## config.mk

```make
export PLATFORM = sky130hd
export DESIGN_NAME = pipe_stage_buf
export DESIGN_NICKNAME = d
export VERILOG_FILES = /design/src/rtl/pipe_pkg.sv /design/src/rtl/sat_counter.sv /design/src/rtl/pipe_stage_buf.sv
export SDC_FILE = /design/constraint.sdc
export NUM_CORES = 1
export LEC_CHECK = 0
export ABC_AREA = 1
export BUFFER_PORTS_ARGS = -buffer_cell sky130_fd_sc_hd__buf_2
export CORE_MARGIN = 1
export CORE_UTILIZATION = 50
export DETAILED_ROUTE_END_ITERATION = 12
export PLACE_DENSITY = 0.76
export SLEW_MARGIN = 20
export SYNTH_ARGS = -nofsm -noshare
export SYNTH_HDL_FRONTEND = slang
export SYNTH_HIERARCHICAL = 1
export SYNTH_SLANG_ARGS = --single-unit
export TNS_END_PERCENT = 20
```

## constraint.sdc

```tcl
create_clock -name clk -period 2.95 [get_ports clk]
set_input_delay 0.295 -clock clk [delete_from_list [all_inputs] [get_ports clk]]
set_output_delay 0.295 -clock clk [all_outputs]
set_load 0.005 [all_outputs]
```

## src/rtl/pipe_pkg.sv

```systemverilog
// Shared definitions for the pipeline stage buffer: occupancy encoding,
// FSM state type and default payload widths for each stage boundary.
package pipe_pkg;

  // Occupancy encoding; the skid FSM state is stored directly in this form.
  localparam logic [1:0] OCC_EMPTY = 2'd0;
  localparam logic [1:0] OCC_ONE   = 2'd1;
  localparam logic [1:0] OCC_TWO   = 2'd2;

  // Default payload widths of the decoded-field bundles at each boundary.
  localparam int ID_EXE_DATA_W  = 160;
  localparam int EXE_MEM_DATA_W = 112;
  localparam int MEM_WB_DATA_W  = 70;

  typedef enum logic [1:0] {
    ST_EMPTY = OCC_EMPTY,
    ST_ONE   = OCC_ONE,
    ST_TWO   = OCC_TWO
  } occ_e;

endpackage

```

## src/rtl/sat_counter.sv

```systemverilog
// Saturating up-counter: increments on inc, sticks at all-ones, cleared
// only by the synchronous active-low reset.
module sat_counter #(
  parameter int CNT_W = 32
) (
  input  logic             clk,
  input  logic             resetn,
  input  logic             inc,
  output logic [CNT_W-1:0] value
);

  localparam logic [CNT_W-1:0] CNT_ZERO = {CNT_W{1'b0}};
  localparam logic [CNT_W-1:0] CNT_MAX  = {CNT_W{1'b1}};

  logic [CNT_W-1:0] cnt_q;
  logic [CNT_W-1:0] cnt_d;

  // Next count: add one unless already saturated.
  always_comb begin
    cnt_d = cnt_q;
    if (inc && (cnt_q != CNT_MAX)) begin
      cnt_d = cnt_q + CNT_W'(1'b1);
    end else begin
      cnt_d = cnt_q;
    end
  end

  // Count register with synchronous clear.
  always_ff @(posedge clk) begin
    if (!resetn) begin
      cnt_q <= CNT_ZERO;
    end else begin
      cnt_q <= cnt_d;
    end
  end

  assign value = cnt_q;

endmodule

```

## src/rtl/pipe_stage_buf.sv

```systemverilog
// Pipeline stage register with valid/allowin handshake, optional 2-entry
// skid buffer (registered allowin), flush, and stall/bubble counters.
module pipe_stage_buf
  import pipe_pkg::*;
#(
  parameter int DATA_W = ID_EXE_DATA_W,
  parameter int SKID   = 1,
  parameter int CNT_W  = 32
) (
  input  logic              clk,
  input  logic              resetn,
  input  logic              in_valid,
  output logic              in_allowin,
  input  logic [DATA_W-1:0] in_data,
  output logic              out_valid,
  input  logic              out_allowin,
  output logic [DATA_W-1:0] out_data,
  input  logic              flush,
  output logic [1:0]        occupancy,
  output logic [CNT_W-1:0]  stall_cnt,
  output logic [CNT_W-1:0]  bubble_cnt
);

  localparam logic [DATA_W-1:0] DATA_ZERO = {DATA_W{1'b0}};

  occ_e              state_q;
  occ_e              state_d;
  logic [DATA_W-1:0] main_q;
  logic [DATA_W-1:0] main_d;
  logic              accept_s;
  logic              fire_s;

  assign out_valid = (state_q != ST_EMPTY);
  assign out_data  = main_q;
  assign occupancy = state_q;
  assign accept_s  = in_valid && in_allowin && !flush;
  assign fire_s    = out_valid && out_allowin;

  generate
    if (SKID != 0) begin : g_skid
      logic [DATA_W-1:0] skid_q;
      logic [DATA_W-1:0] skid_d;
      logic              allowin_q;

      // EMPTY/ONE/TWO transitions; emptied entries are zeroed.
      always_comb begin
        state_d = state_q;
        main_d  = main_q;
        skid_d  = skid_q;
        if (flush) begin
          state_d = ST_EMPTY;
          main_d  = DATA_ZERO;
          skid_d  = DATA_ZERO;
        end else begin
          case (state_q)
            ST_EMPTY: begin
              if (accept_s) begin
                state_d = ST_ONE;
                main_d  = in_data;
              end else begin
                main_d  = DATA_ZERO;
              end
            end
            ST_ONE: begin
              if (accept_s && fire_s) begin
                main_d  = in_data;
              end else if (accept_s) begin
                state_d = ST_TWO;
                skid_d  = in_data;
              end else if (fire_s) begin
                state_d = ST_EMPTY;
                main_d  = DATA_ZERO;
              end else begin
                state_d = ST_ONE;
              end
            end
            ST_TWO: begin
              if (fire_s) begin
                state_d = ST_ONE;
                main_d  = skid_q;
                skid_d  = DATA_ZERO;
              end else begin
                state_d = ST_TWO;
              end
            end
            default: begin
              state_d = ST_EMPTY;
              main_d  = DATA_ZERO;
              skid_d  = DATA_ZERO;
            end
          endcase
        end
      end

      // Skid payload and registered allowin (low only while full).
      always_ff @(posedge clk) begin
        if (!resetn) begin
          skid_q    <= DATA_ZERO;
          allowin_q <= 1'b1;
        end else begin
          skid_q    <= skid_d;
          allowin_q <= (state_d != ST_TWO);
        end
      end

      assign in_allowin = allowin_q;
    end else begin : g_noskid
      // Single entry: load on accept, empty on fire without accept.
      always_comb begin
        state_d = state_q;
        main_d  = main_q;
        if (flush) begin
          state_d = ST_EMPTY;
          main_d  = DATA_ZERO;
        end else if (accept_s) begin
          state_d = ST_ONE;
          main_d  = in_data;
        end else if (fire_s || (state_q == ST_EMPTY)) begin
          state_d = ST_EMPTY;
          main_d  = DATA_ZERO;
        end else begin
          state_d = state_q;
        end
      end

      assign in_allowin = !out_valid || out_allowin;
    end
  endgenerate

  // Handshake core state and main payload register.
  always_ff @(posedge clk) begin
    if (!resetn) begin
      state_q <= ST_EMPTY;
      main_q  <= DATA_ZERO;
    end else begin
      state_q <= state_d;
      main_q  <= main_d;
    end
  end

  sat_counter #(.CNT_W(CNT_W)) u_stall_cnt (
    .clk    (clk),
    .resetn (resetn),
    .inc    (out_valid && !out_allowin),
    .value  (stall_cnt)
  );

  sat_counter #(.CNT_W(CNT_W)) u_bubble_cnt (
    .clk    (clk),
    .resetn (resetn),
    .inc    (!out_valid),
    .value  (bubble_cnt)
  );

endmodule

```

==> flow_metrics.env, run 1 <==
export IMPL_dieWidth_um=208
export IMPL_setup_tns_ns=0
export IMPL_yosys_cell_types_count=24
export IMPL_portBuffers=392
export IMPL_cellPowerDensity_nw_per_um2=478
export IMPL_ir_drop_v=0.000429
export IMPL_ys_seq_elements=387
export IMPL_dr_pass1_iters=6
export IMPL_die_h_um=208
export IMPL_vias=23085
export IMPL_synthTopCellsByArea="dfxtp_1, nand2_1, nor2_1, nand3_1, inv_1"
export IMPL_netlist_top_cells_count="nand2_1, nor2_1, nand3_1"
export IMPL_avgRoutedWirePerCell_um=14.8
export IMPL_final_antenna_net_count=0
export IMPL_fin_hold_ws_ns=0.0928
export IMPL_grt_use_total=0.298
export IMPL_clk_pin_slew_ns=0.06
export IMPL_finalCriticalPeriod_ns=2.21
export IMPL_num_nets_final=4028
export IMPL_fin_crit_sh=0.750
export IMPL_drv_slew=0
export IMPL_synthesis_nets=3792
export IMPL_initial_utilization=0.507
export IMPL_grt_pass1_vias=20779
export IMPL_route_met3_wl_mm=5.60
export IMPL_post_cts_setup_buffer_count=0
export IMPL_cts_made_buffers=45
export IMPL_p_leak_nw=12.0
export IMPL_overflow=0
export IMPL_crit_fanout=34
export IMPL_cts_resized=0
export IMPL_core_region_area_um2=41900
export IMPL_syn_avg_cell_area_um2=5.86
export IMPL_dp_cells=4353
export IMPL_grt_pass1_wl_mm=107
export IMPL_wl_met2_mm=29.2
export IMPL_synth_edf_count=0
export IMPL_cts_tree="built"
export IMPL_relSlewSlack=0.406
export IMPL_synthCells=3625
export IMPL_root_buffer="clkbuf_16"
export IMPL_tightest_slew_ns=0.891
export IMPL_rr_worst_depth=9
export IMPL_r2r_setup_slack_ns=0.76
export IMPL_fmax_ghz=0.452
export IMPL_total_power_w=0.0119
export IMPL_finalNonFillerCells=4438
export IMPL_netlist_area_um2=21300
export IMPL_hp_class="in2reg"
export IMPL_clk_latency_ns=0.57
export IMPL_first_iter_violations=2152
export IMPL_htreeDepth=2
export IMPL_rsz0062_at_grt="no"
export IMPL_pin_count=393
export IMPL_crit_required_ns=2.65
export IMPL_drive_gt1_frac=0.136
export IMPL_pre_cts_slack_ns=0.832
export IMPL_synth_flop_cell="dfxtp_1"
export IMPL_area_delta_synth_final_pct=16.9
export IMPL_grt_max_degree=161
export IMPL_r2r_end="u_bubble_cnt/value[30]"
export IMPL_hold_buffers=0
export IMPL_antenna_found_initial=14
export IMPL_crit_start="occupancy[0]"
export IMPL_status="complete, no violations"
export IMPL_cp_arrival_ns=1.92
export IMPL_numClockSinks=387
export IMPL_end_kind="primary output"
export IMPL_drc=0
export IMPL_crit_type="reg2out"
export IMPL_cts_buffer_depth=3
export IMPL_yosysMostFrequentCell="nand2_1"
export IMPL_r2r_start="occupancy[0]"
export IMPL_m1WireLength_mm=29.1
export IMPL_std_cell_rows=75
export IMPL_setup_viol=0
export IMPL_synth_top_area_share=0.364
export IMPL_ys_async_sr_fraction=0
export IMPL_ys_warn_count=6
export IMPL_ys_seq_area_frac=0.364
export IMPL_dp_hpwl_mm=39.5
export IMPL_crit_path_end="out_valid"
export IMPL_skew_ns=0.0192
export IMPL_synth_top_area_cell="dfxtp_1"
export IMPL_maxUsedRoutingLayer="met5"
export IMPL_wl_mm=65.7
export IMPL_crit_path_start_kind="flip-flop"
export IMPL_vias_per_cell=5.20
export IMPL_final_hold_viol_count=0
export IMPL_dieArea_um2=43300
export IMPL_gp_congestion=0.938
export IMPL_max_cap_violations=0
export IMPL_finalWorstSetupSlack_ns=0.737
-- placed cells by master, fill, tap and decap left out, types with 2 or more instances in the layout --
cell type and n:
inv_2 2, clkbuf_16 47, clkbuf_8 14, nor2_1 795, buf_12 19, inv_1 383
nand2_2 6, dfxtp_1 387, a31oi_1 8, nand2_4 4, clkinv_2 3, clkbuf_1 9
diode_2 9, a21oi_1 199, nor2_4 7, nand2_1 1002, nor3_1 9, nand4_1 26
and2_1 2, ha_1 2, buf_4 18, buf_2 392, nand3_2 2, nand3_1 536
nor2_2 8, nand3b_1 2, inv_4 2
-- critical path: stages (launching register included) --
cell and delay [ns]:
dfxtp_1 0.29, buf_4 0.16, nor2_4 0.20, buf_4 0.44, inv_1 0.08, buf_2 0.14
-- how the worst min path moves through the flow --
stage,depth (start not counted),slack [ns],to,from
after detailed placement,2,0.45,out_data[0],out_data[0]
after global placement,2,0.45,out_data[0],out_data[0]
after floorplan,2,0.44,occupancy[0],resetn
final,5,0.09,g_skid.skid_q[104],in_data[104]
after CTS,5,0.06,g_skid.skid_q[104],in_data[104]
after global routing,5,0.08,g_skid.skid_q[0],in_data[0]
-- cell families after synthesis --
| logic type | share of synthesized area |
|---|---|
| flip-flops | 0.364 |
| buffers and inverters | 0.121 |
| AO/OA/AOI/OAI | 0.0496 |
| AND/OR/NAND/NOR | 0.464 |
| adder cells (fa/ha/maj) | 0.00118 |
-- sequential cells by signal, summed over array words and instances, names as in the netlist --
| register | count |
|---|---|
| u_stall_cnt/value | 32 |
| g_skid.skid_q | 160 |
| in_allowin | 1 |
| out_data | 160 |
| occupancy | 2 |
| u_bubble_cnt/value | 32 |
-- metal layers --
metal,track usage,vias to the layer above
li1,-,11653
met1,0.403,10370
met2,0.470,925
met3,0.0637,125
met4,0.102,12
met5,0,-
-- cell type report --
cell class / count / area, um^2
fillers: 4222 / 17100
multi-input cells: 2611 / 11000
flip-flops and latches: 387 / 7750
repair buffers: 429 / 2480
inverters: 387 / 1460
clock buffers: 70 / 1400
well taps: 539 / 674
clock inverters: 6 / 61.3
diodes: 9 / 22.5
-- power by group --
group          leakage, nW  total [W]  internal, W  switching (W)
clock                0.721    0.00555      0.00333        0.00222
sequential            3.12    0.00530      0.00527      0.0000305
combinational         8.13    0.00102     0.000300       0.000723
total                 12.0     0.0119      0.00890        0.00298
-- per-stage QoR --
step	utilization	area (um^2)
after floorplan	-	21300
after global routing	0.593	24900
after global placement	0.557	23400
final	0.593	24900
after detailed placement	0.557	23400
after CTS	0.592	24800
(Power assumes the default switching activity.)
==> run 2, diff against run 1 <==
PLACE_DENSITY = 0.79   (was 0.76)
clock period = 1.83 ns   (was 2.95 ns; I/O delays follow)
==> run 2 against run 1 <==
Compared with the run above:
- combinational power increased by 110%
- via count up 6.6%
- critical path depth rose by 4
- largest power group unchanged
- clock power up 59%
- power rose by 64%
==> flow_metrics.env, run 2 (synthesis gave the netlist of run 1 again) <==
export IMPL_dieWidth_um=208
export IMPL_vias=24608
export IMPL_first_iter_violations=2491
export IMPL_overflow=0
export IMPL_tightest_slew_ns=0.848
export IMPL_grt_pass1_wl_mm=114
export IMPL_antenna_found_initial=1
export IMPL_cp_num_buf_inv=2
export IMPL_crit_type="reg2reg"
export IMPL_cellPowerDensity_nw_per_um2=712
export IMPL_setup_tns_ns=0
export IMPL_final_antenna_net_count=0
export IMPL_drive_gt1_frac=0.150
export IMPL_hp_class="in2reg"
export IMPL_max_cap_violations=0
export IMPL_end_kind="flip-flop"
export IMPL_relSlewSlack=0.435
export IMPL_avgRoutedWirePerCell_um=15.3
export IMPL_ir_drop_v=0.000585
export IMPL_path_cells="nor2_4, buf_8, buf_12, nand2_1, nor2_1, nor2_1, nand2_1, nand2_1, nand2_1"
export IMPL_grt_max_degree=155
export IMPL_cts_made_buffers=44
export IMPL_cts_buffer_depth=3
export IMPL_dp_hpwl_mm=43.3
export IMPL_portBuffers=392
export IMPL_setup_viol=0
export IMPL_vias_per_cell=5.29
export IMPL_drv_slew=0
export IMPL_crit_path_max_incr_delay_ns=0.35
export IMPL_grt_use_total=0.320
export IMPL_pin_count=393
export IMPL_root_buffer="clkbuf_16"
export IMPL_numClockSinks=387
export IMPL_p_leak_nw=13.1
export IMPL_clk_pin_slew_ns=0.06
export IMPL_cp_arrival_ns=2.30
export IMPL_crit_path_start_kind="flip-flop"
export IMPL_dieArea_um2=43300
export IMPL_htreeDepth=2
export IMPL_status="complete, no violations"
export IMPL_fin_crit_sh=0.974
export IMPL_crit_fanout=99
export IMPL_core_region_area_um2=41900
export IMPL_die_h_um=208
export IMPL_gp_congestion=0.956
export IMPL_dp_cells=4429
export IMPL_layout_common_cells="nand2_1, nor2_1, nand3_1"
export IMPL_final_hold_viol_count=0
export IMPL_std_cell_rows=75
export IMPL_num_nets_final=4258
export IMPL_drc=0
export IMPL_grt_pass1_vias=22612
export IMPL_initial_utilization=0.507
export IMPL_critPathTopFamily="simple AND/OR/NAND/NOR gates"
export IMPL_fmax_ghz=0.561
export IMPL_cts_tree="built"
export IMPL_finalCriticalPeriod_ns=1.78
export IMPL_crit_path_top_delay_cell="buf_12"
export IMPL_fillers=3675
export IMPL_dr_pass1_iters=6
export IMPL_fin_hold_ws_ns=0.0207
export IMPL_final_common_cell="nand2_1"
export IMPL_rsz0062_at_grt="yes"
export IMPL_crit_required_ns=2.35
export IMPL_skew_ns=0.0235
export IMPL_clk_latency_ns=0.58
export IMPL_finalNonFillerCells=4656
export IMPL_cpMostUsedCell="nand2_1"
export IMPL_wl_mm=71.2
export IMPL_area_delta_synth_final_pct=28.7
run 2: path summary, 6_finish.rpt:
kind,cells past startpoint,slack (ns),end,from
worst max-delay path,9,0.05,out_data[121],occupancy[0]
worst min-delay path,5,0.02,g_skid.skid_q[22],in_data[22]
worst max register to register,9,0.05,out_data[121],occupancy[0]
worst min register to register,2,0.46,out_data[2],out_data[2]
run 2: metal layers:
metal | GRT usage | wire (um) | vias up | share of wire
met1 | 0.411 | 29100 | 10995 | 0.41
li1 | - | - | 12116 | -
met5 | 0 | 0 | - | 0
met3 | 0.0531 | 6740 | 218 | 0.095
met2 | 0.524 | 32700 | 1279 | 0.46
met4 | 0.146 | 2670 | 0 | 0.038
run 2: tightest hold or removal path, stage by stage:
cell and delay (ns):
buf_2 0.12, inv_1 0.05, nor2_1 0.05, nand3_1 0.08, a21oi_1 0.06
run 2: layout make-up:
class | count | area [um^2] | area share
clock inverters | 11 | 113 | 0.00412
diodes | 1 | 2.50 | 0.0000915
well taps | 539 | 674 | 0.0247
inverters | 387 | 1460 | 0.0533
repair buffers | 660 | 5010 | 0.183
clock buffers | 60 | 1280 | 0.0469
multi-input cells | 2611 | 11100 | 0.404
flip-flops and latches | 387 | 7750 | 0.283
run 2: what timing repair did:
| item | 4_1_cts | 5_1_grt |
|---|---|---|
| gates resized for setup | 2 | 14 |
| buffers inserted | 0 | 0 |
| gates cloned | 2 | 0 |
| hold buffers | 153 | 0 |
| setup endpoints to repair | 1 | 27 |
| endpoints found under the hold margin | 161 | 0 |
| pin swaps | 0 | 1 |
run 2: metrics by stage:
| step | utilization | power [W] | setup WS (ns) | instance area [um^2] |
|---|---|---|---|---|
| after floorplan | - | 0.00970 | 0.0259 | 21300 |
| after detailed placement | 0.579 | 0.0105 | 0.137 | 24300 |
| after CTS | 0.651 | 0.0195 | 0.0130 | 27300 |
| after global placement | 0.579 | 0.0105 | 0.163 | 24300 |
| final | 0.652 | 0.0195 | 0.0471 | 27400 |
| after global routing | 0.652 | 0.0200 | -0.00314 | 27400 |
run 2: where the power goes:
part	leakage [nW]	switching, W	internal (W)
Sequential	3.12	0.0000476	0.00850
Combinational	9.31	0.00129	0.000842
Clock	0.697	0.00367	0.00514
Total	13.1	0.00500	0.0145
